### src/rtl/kcounter_filter_pkg.sv
// -----------------------------------------------------------------------------
// kcounter_pkg
// Shared definitions for the K-counter loop filter:
//   - default parameter values for WIDTH and LOCK_CYCLES
//   - the lock-detector FSM state encoding
// -----------------------------------------------------------------------------
package kcounter_pkg;

  // Default counter width (signed two's complement), legal range 4..16.
  localparam int DEFAULT_WIDTH       = 8;

  // Default number of consecutive quiet enabled cycles that declares lock,
  // legal range 2..65535.
  localparam int DEFAULT_LOCK_CYCLES = 64;

  // Lock-detector states.
  //   DISABLED : filter not running, quiet count held at zero
  //   ACQUIRE  : running, counting quiet cycles towards lock
  //   LOCKED   : quiet for at least LOCK_CYCLES cycles
  typedef enum logic [1:0] {
    DISABLED = 2'd0,
    ACQUIRE  = 2'd1,
    LOCKED   = 2'd2
  } lock_state_t;

endpackage : kcounter_pkg

### src/rtl/kcounter_filter_lock_detector.sv
// -----------------------------------------------------------------------------
// lock_detector
// Counts consecutive quiet enabled cycles (no carry/borrow, no reload) and
// declares lock once LOCK_CYCLES of them have been seen in a row.
//
// Ports:
//   clk_i     in  1  clock, rising edge
//   reset_i   in  1  asynchronous, active-high reset
//   enable_i  in  1  filter run enable; low forces DISABLED
//   event_i   in  1  carry or borrow being produced on this edge
//   clear_i   in  1  counter reload; restarts acquisition
//   locked_o  out 1  registered lock indication, high only in LOCKED
//
// event_i must be the *next-state* pulse (the value the pulse registers are
// about to load), so that locked_o falls on the same edge carry/borrow rise.
// -----------------------------------------------------------------------------
module lock_detector
  import kcounter_pkg::*;
#(
  parameter int LOCK_CYCLES = DEFAULT_LOCK_CYCLES
) (
  input  logic clk_i,
  input  logic reset_i,
  input  logic enable_i,
  input  logic event_i,
  input  logic clear_i,
  output logic locked_o
);

  // Wide enough to hold LOCK_CYCLES itself; the count saturates there.
  localparam int             QW          = $clog2(LOCK_CYCLES + 1);
  localparam logic [QW-1:0]  LOCK_TARGET = QW'(LOCK_CYCLES);
  localparam logic [QW-1:0]  QUIET_ONE   = QW'(1);

  lock_state_t    state_q;
  logic [QW-1:0]  quiet_q;
  logic [QW-1:0]  quiet_inc;

  // Saturating increment of the quiet count.
  assign quiet_inc = (quiet_q == LOCK_TARGET) ? quiet_q : quiet_q + QUIET_ONE;

  // Single registered FSM. locked_o is a flop, not a decode of state_q.
  // NOTE: sequential state is assigned with non-blocking (<=) only, so every
  // flop samples the pre-edge values regardless of statement order.
  always_ff @(posedge clk_i or posedge reset_i) begin
    if (reset_i) begin
      state_q  <= DISABLED;
      quiet_q  <= '0;
      locked_o <= 1'b0;
    end else if (!enable_i) begin
      state_q  <= DISABLED;
      quiet_q  <= '0;
      locked_o <= 1'b0;
    end else if (clear_i || event_i) begin
      // A reload or a carry/borrow breaks the quiet streak from any state.
      state_q  <= ACQUIRE;
      quiet_q  <= '0;
      locked_o <= 1'b0;
    end else begin
      quiet_q <= quiet_inc;
      case (state_q)
        DISABLED, ACQUIRE: begin
          // The first enabled cycle out of DISABLED already counts as quiet.
          if (quiet_inc >= LOCK_TARGET) begin
            state_q  <= LOCKED;
            locked_o <= 1'b1;
          end else begin
            state_q  <= ACQUIRE;
            locked_o <= 1'b0;
          end
        end
        LOCKED: begin
          state_q  <= LOCKED;
          locked_o <= 1'b1;
        end
        default: begin
          state_q  <= DISABLED;
          quiet_q  <= '0;
          locked_o <= 1'b0;
        end
      endcase
    end
  end

endmodule : lock_detector

### src/rtl/kcounter_filter.sv
// -----------------------------------------------------------------------------
// kcounter_filter
// Signed up/down K-counter loop filter for a digital PLL. Steps the counter by
// one per lead/lag request; on reaching +K or -K it reloads the (saturated)
// initial value and emits a one-cycle carry or borrow pulse. A lock detector
// reports lock after LOCK_CYCLES consecutive pulse-free enabled cycles.
//
// Ports:
//   clk_i           in  1      clock, rising edge
//   reset_i         in  1      asynchronous, active-high reset
//   enable_i        in  1      filter run enable
//   increment_i     in  1      phase-lead step request
//   decrement_i     in  1      phase-lag step request
//   load_i          in  1      force reload of the initial value
//   modulus_i       in  WIDTH  unsigned threshold K (clamped to 1..2^(W-1)-1)
//   initialValue_i  in  WIDTH  signed reload value (saturated to +/-(K-1))
//   value_o         out WIDTH  signed registered counter value
//   carry_o         out 1      one-cycle pulse when +K is reached
//   borrow_o        out 1      one-cycle pulse when -K is reached
//   locked_o        out 1      registered lock indication
// -----------------------------------------------------------------------------
module kcounter_filter
  import kcounter_pkg::*;
#(
  parameter int WIDTH       = DEFAULT_WIDTH,
  parameter int LOCK_CYCLES = DEFAULT_LOCK_CYCLES
) (
  input  logic                    clk_i,
  input  logic                    reset_i,
  input  logic                    enable_i,
  input  logic                    increment_i,
  input  logic                    decrement_i,
  input  logic                    load_i,
  input  logic        [WIDTH-1:0] modulus_i,
  input  logic signed [WIDTH-1:0] initialValue_i,
  output logic signed [WIDTH-1:0] value_o,
  output logic                    carry_o,
  output logic                    borrow_o,
  output logic                    locked_o
);

  // Threshold arithmetic is done one bit wider than the counter so that +K,
  // -K and the unsigned modulus all compare correctly as signed numbers.
  localparam int                    K_MAX_INT = (1 << (WIDTH - 1)) - 1;
  localparam logic signed [WIDTH:0] K_MAX     = (WIDTH + 1)'(K_MAX_INT);
  localparam logic signed [WIDTH:0] ONE_X     = (WIDTH + 1)'(1);
  localparam logic signed [WIDTH-1:0] ONE_W   = WIDTH'(1);

  logic signed [WIDTH:0]   mod_x;
  logic signed [WIDTH:0]   k_eff;
  logic signed [WIDTH:0]   k_m1;
  logic signed [WIDTH:0]   init_x;
  logic signed [WIDTH:0]   reload_x;
  logic signed [WIDTH-1:0] reload_w;
  logic signed [WIDTH:0]   cnt_x;
  logic                    step_up;
  logic                    step_dn;
  logic signed [WIDTH-1:0] value_next;
  logic                    carry_next;
  logic                    borrow_next;

  assign step_up = increment_i & ~decrement_i;
  assign step_dn = decrement_i & ~increment_i;

  // Effective K and saturated reload value R. Both follow the inputs
  // combinationally, so a change lands on the very next edge.
  always_comb begin
    mod_x  = {1'b0, modulus_i};
    init_x = {initialValue_i[WIDTH-1], initialValue_i};
    cnt_x  = {value_o[WIDTH-1], value_o};

    if (mod_x == '0) begin
      k_eff = ONE_X;
    end else if (mod_x > K_MAX) begin
      k_eff = K_MAX;
    end else begin
      k_eff = mod_x;
    end

    k_m1 = k_eff - ONE_X;

    if (init_x > k_m1) begin
      reload_x = k_m1;
    end else if (init_x < -k_m1) begin
      reload_x = -k_m1;
    end else begin
      reload_x = init_x;
    end

    // reload_x is within +/-(K-1), so it always fits the counter width.
    reload_w = reload_x[WIDTH-1:0];
  end

  // Next counter value and pulses, in strict priority order.
  // NOTE: every output of this always_comb gets a default first, so no path
  // leaves a signal unassigned and no latch is inferred.
  always_comb begin
    value_next  = value_o;
    carry_next  = 1'b0;
    borrow_next = 1'b0;

    if (load_i) begin
      value_next = reload_w;
    end else if (!enable_i) begin
      value_next = value_o;
    end else if ((cnt_x >= k_eff) || (cnt_x <= -k_eff)) begin
      // Modulus shrank below the current value: resynchronise silently.
      value_next = reload_w;
    end else if (step_up && (cnt_x == k_m1)) begin
      value_next = reload_w;
      carry_next = 1'b1;
    end else if (step_dn && (cnt_x == -k_m1)) begin
      value_next  = reload_w;
      borrow_next = 1'b1;
    end else if (step_up) begin
      value_next = value_o + ONE_W;
    end else if (step_dn) begin
      value_next = value_o - ONE_W;
    end
  end

  always_ff @(posedge clk_i or posedge reset_i) begin
    if (reset_i) begin
      value_o  <= '0;
      carry_o  <= 1'b0;
      borrow_o <= 1'b0;
    end else begin
      value_o  <= value_next;
      carry_o  <= carry_next;
      borrow_o <= borrow_next;
    end
  end

  // The detector sees the pulse about to be registered, so lock drops on the
  // same edge the carry/borrow rises.
  lock_detector #(
    .LOCK_CYCLES (LOCK_CYCLES)
  ) u_lock_detector (
    .clk_i    (clk_i),
    .reset_i  (reset_i),
    .enable_i (enable_i),
    .event_i  (carry_next | borrow_next),
    .clear_i  (load_i),
    .locked_o (locked_o)
  );

endmodule : kcounter_filter
### config.mk
export PLATFORM = sky130hd
export DESIGN_NAME = kcounter_filter
export DESIGN_NICKNAME = d
export VERILOG_FILES = /design/src/rtl/kcounter_filter_pkg.sv /design/src/rtl/kcounter_filter_lock_detector.sv /design/src/rtl/kcounter_filter.sv
export SDC_FILE = /design/constraint.sdc
export NUM_CORES = 1
export LEC_CHECK = 0
export CAP_MARGIN = 20
export CORE_ASPECT_RATIO = 2
export CORE_MARGIN = 5
export CORE_UTILIZATION = 25
export DETAILED_ROUTE_END_ITERATION = 8
export SETUP_SLACK_MARGIN = 0.5
export SYNTH_ARGS = -nofsm -noshare
export SYNTH_HDL_FRONTEND = slang
export SYNTH_SLANG_ARGS = --single-unit
### constraint.sdc
create_clock -name clk_i -period 5.2 [get_ports clk_i]
set_input_delay 0.52 -clock clk_i [delete_from_list [all_inputs] [get_ports clk_i]]
set_output_delay 0.52 -clock clk_i [all_outputs]
set_load 0.005 [all_outputs]
==> out/qor.yml <==
floorplanning:
  die-width_um: 88.59
  start_util_pct: 25.47
  die_height_um: 167.2
  dieArea_um2: 14810
  ioPinCount: 33
  num_rows: 57
  core_area_um2: 12120
worst_hold_path:
  hold_class: "flip-flop to flip-flop"
final_layout:
  seqCellArea_um2: 475.5
  layout-drive-gt1-share_pct: 15.96
  diodes: 0
  final_cells: 598
  fillers: 1281
  multiInputGateArea_um2: 2597
  final_cell_mix: "39 x ha_1, 36 x nor2_1, 34 x buf_4, 27 x clkdlybuf4s50_1, 25 x nand2_1"
  nets: 517
  area_growth_syn_to_layout_pct: 29.78
  final_area_um2: 4008
  layout_commonest_cell: "ha_1"
synth:
  synth_top_area_cell: "ha_1"
  yosys_warnings: 0
  synth_edf_count: 0
  synth_seq_cells: 19
  yosysSeqAreaShare_pct: 15.40
  synthFlopType: "dfrtp_1"
  synth_top_area_share_pct: 17.02
  synth_area_leaders: "ha_1 17%, dfrtp_1 15%, xnor2_1 5.4%, nor2_1 4.4%, nand2_1 3.2%"
  syn_area_um2: 3088
  yosysUniqueCellTypes: 66
  async_flop_share_pct: 100.0
  syn_inst: 392
  syn_avg_cell_area_um2: 7.877
clock_tree:
  clk_pin_slew_worst_paths_ns: 0.06
  hold_buffers: 0
  cts.sinks: 19
  cts_htree_levels: 1
  cts_tree: "done"
  cts-buffers-inserted: 3
  clockBufferDepth: 2
  clk_latency_ns: 0.25
  root_buffer: "clkbuf_16"
detailed_routing:
  route.vias.total: 3306
  wl_per_cell_um: 18.14
  firstDrtPassIters: 4
  postRouteAntennaNets: 0
  wl_mm: 10.85
  route.detailed.drc: 0
  viasPerCell: 5.528
  drt_iter0_drc: 163
power_and_ir_drop:
  power_density_nw_per_um2: 306.3
  peakVddDrop_mv: 0.1799
  power_mw: 1.228
  cellLeakagePower_nw: 1.726
critical_path:
  crit_required_ns: 5.37
  path_max_fanout: 8
  critical_path_class: "input port to flip-flop"
  cp-start-kind: "input port"
  worst_setup_path_end_kind: "flip-flop"
  cp.arrival_ns: 4.78
timing:
  fmax_mhz: 217.2
  period_needed_ns: 4.604
  min_period_over_period_pct: 88.54
  setup_viol: 0
  worst_pin_slew_ns: 0.7396
  slew_viol_final: 0
  relSlewSlack_pct: 50.64
  clock_skew_ns: 0.001432
  rsz0062_at_grt: "no"
  hold_viol: 0
grt:
  grt_pass1_vias: 3539
  grtUsageMet2_pct: 28.50
  antenna_found_initial: 0
  grt_usage_pct: 14.79
  grt_start_max_net_pins: 20
  top_usage_layer: "met2"
  gr-usage-met1_pct: 13.99
  grt_overflow: 0
  grt_pass1_wl_mm: 17.31
  met3_usage_pct: 1.082
placed_design:
  port_buffers: 32
  dp_hpwl_mm: 9.079
  dpl_cell_area_um2: 3765
  dp.cells: 587
  gp_congestion: 0.9240
run:
  maxCapViolations: 0
status:
  outcome: "finished clean"
through the flow:
stage / utilization (%) / setup slack, ns / setup TNS, ns / hold slack, ns
global placement: 31.05 / 0.08909 / 0 / 0.5033
detailed placement: 31.05 / -0.03981 / -0.04556 / 0.5222
global route: 33.05 / 0.4754 / 0 / 0.5810
finish: 33.05 / 0.5957 / 0 / 0.5333
CTS: 31.97 / 0.5139 / 0 / 0.5343
floorplan: - / 0.5129 / 0 / 0.4711
final cells by class:
class | instances | area share (%)
Multi-Input combinational cell | 338 | 64.81
Timing Repair Buffer | 67 | 14.58
Sequential cell | 19 | 11.86
Tap cell | 147 | 4.589
Inverter | 23 | 2.154
Clock buffer | 3 | 1.873
Clock inverter | 1 | 0.1249
worst paths after layout:
path	startpoint	to	slack (ns)	cells after the start
max	modulus_i[2]	value_o[1]	0.60	17
min	u_lock_detector.state_q[0]	u_lock_detector.locked_o	0.53	3
max reg2reg	value_o[1]	value_o[2]	2.02	11
min reg2reg	u_lock_detector.state_q[0]	u_lock_detector.locked_o	0.53	3
max in group asynchronous	reset_i	u_lock_detector.quiet_q[5]	4.04	2
min in group asynchronous	reset_i	value_o[5]	0.69	2
logic make-up (layout without fill, tap and decap cells):
family	count (synthesis)	after routing	synth area share, %
other cells	2	4	0.2432
fa+ha+maj	44	44	17.99
buf+inv	37	94	4.943
simple gates	143	143	24.07
xor+xnor	27	27	7.658
compound gates	111	111	26.70
mux	9	9	2.998
flops	19	19	15.40
registers in the layout (all words and copies together), names as in the netlist:
register,cells
value_o,8
u_lock_detector.quiet_q,7
borrow_o,1
carry_o,1
u_lock_detector.locked_o,1
u_lock_detector.state_q,1
metal layers:
| layer | up-vias | wire length (µm) |
|---|---|---|
| met2 | 85 | 6044 |
| met4 | 0 | 813 |
| met3 | 47 | 238 |
| met5 | - | 0 |
| met1 | 1568 | 3753 |
| li1 | 1606 | - |
critical path: stages:
cell and delay [ns]:
clkdlybuf4s50_1 0.48, nor2_1 0.05, a211o_1 0.31, buf_4 0.14, buf_4 0.15, ha_1 0.41
o32ai_1 0.44, xnor2_1 0.27, ha_1 0.31, nand2_1 0.07, o21ai_1 0.07, o31a_1 0.30
or2_4 0.26, o32a_1 0.39, mux2_2 0.31, o2111a_1 0.14, o21ai_0 0.14
cells in the mapped netlist (7+ instances only):
| master | instances |
|---|---|
| nor4_1 | 7 |
| ha_1 | 42 |
| xnor2_1 | 19 |
| nor3_1 | 14 |
| o21ai_0 | 15 |
| nand4_1 | 12 |
| a21oi_1 | 15 |
| o31ai_1 | 7 |
| xor2_1 | 8 |
| a211oi_1 | 8 |
| dfrtp_1 | 19 |
| clkbuf_1 | 9 |
| nor2b_1 | 7 |
| nand2_1 | 26 |
| nand3_1 | 7 |
| inv_1 | 23 |
| nor2_1 | 36 |
| mux2i_1 | 7 |
what timing repair did:
action,4_1_cts,5_1_grt
setup buffers,2,4
pin swaps,4,10
gates cloned,0,1
endpoints found under the setup margin,7,7
gates resized for setup,10,19
report_power, final:
part,internal [mW],total [mW],switching [mW],leakage [nW]
Sequential,0.180,0.285,0.106,0.244
Clock,0.103,0.159,0.0563,0.0409
Combinational,0.383,0.783,0.400,1.44
Total,0.666,1.23,0.562,1.73
Power figures use the tool's default switching activity.
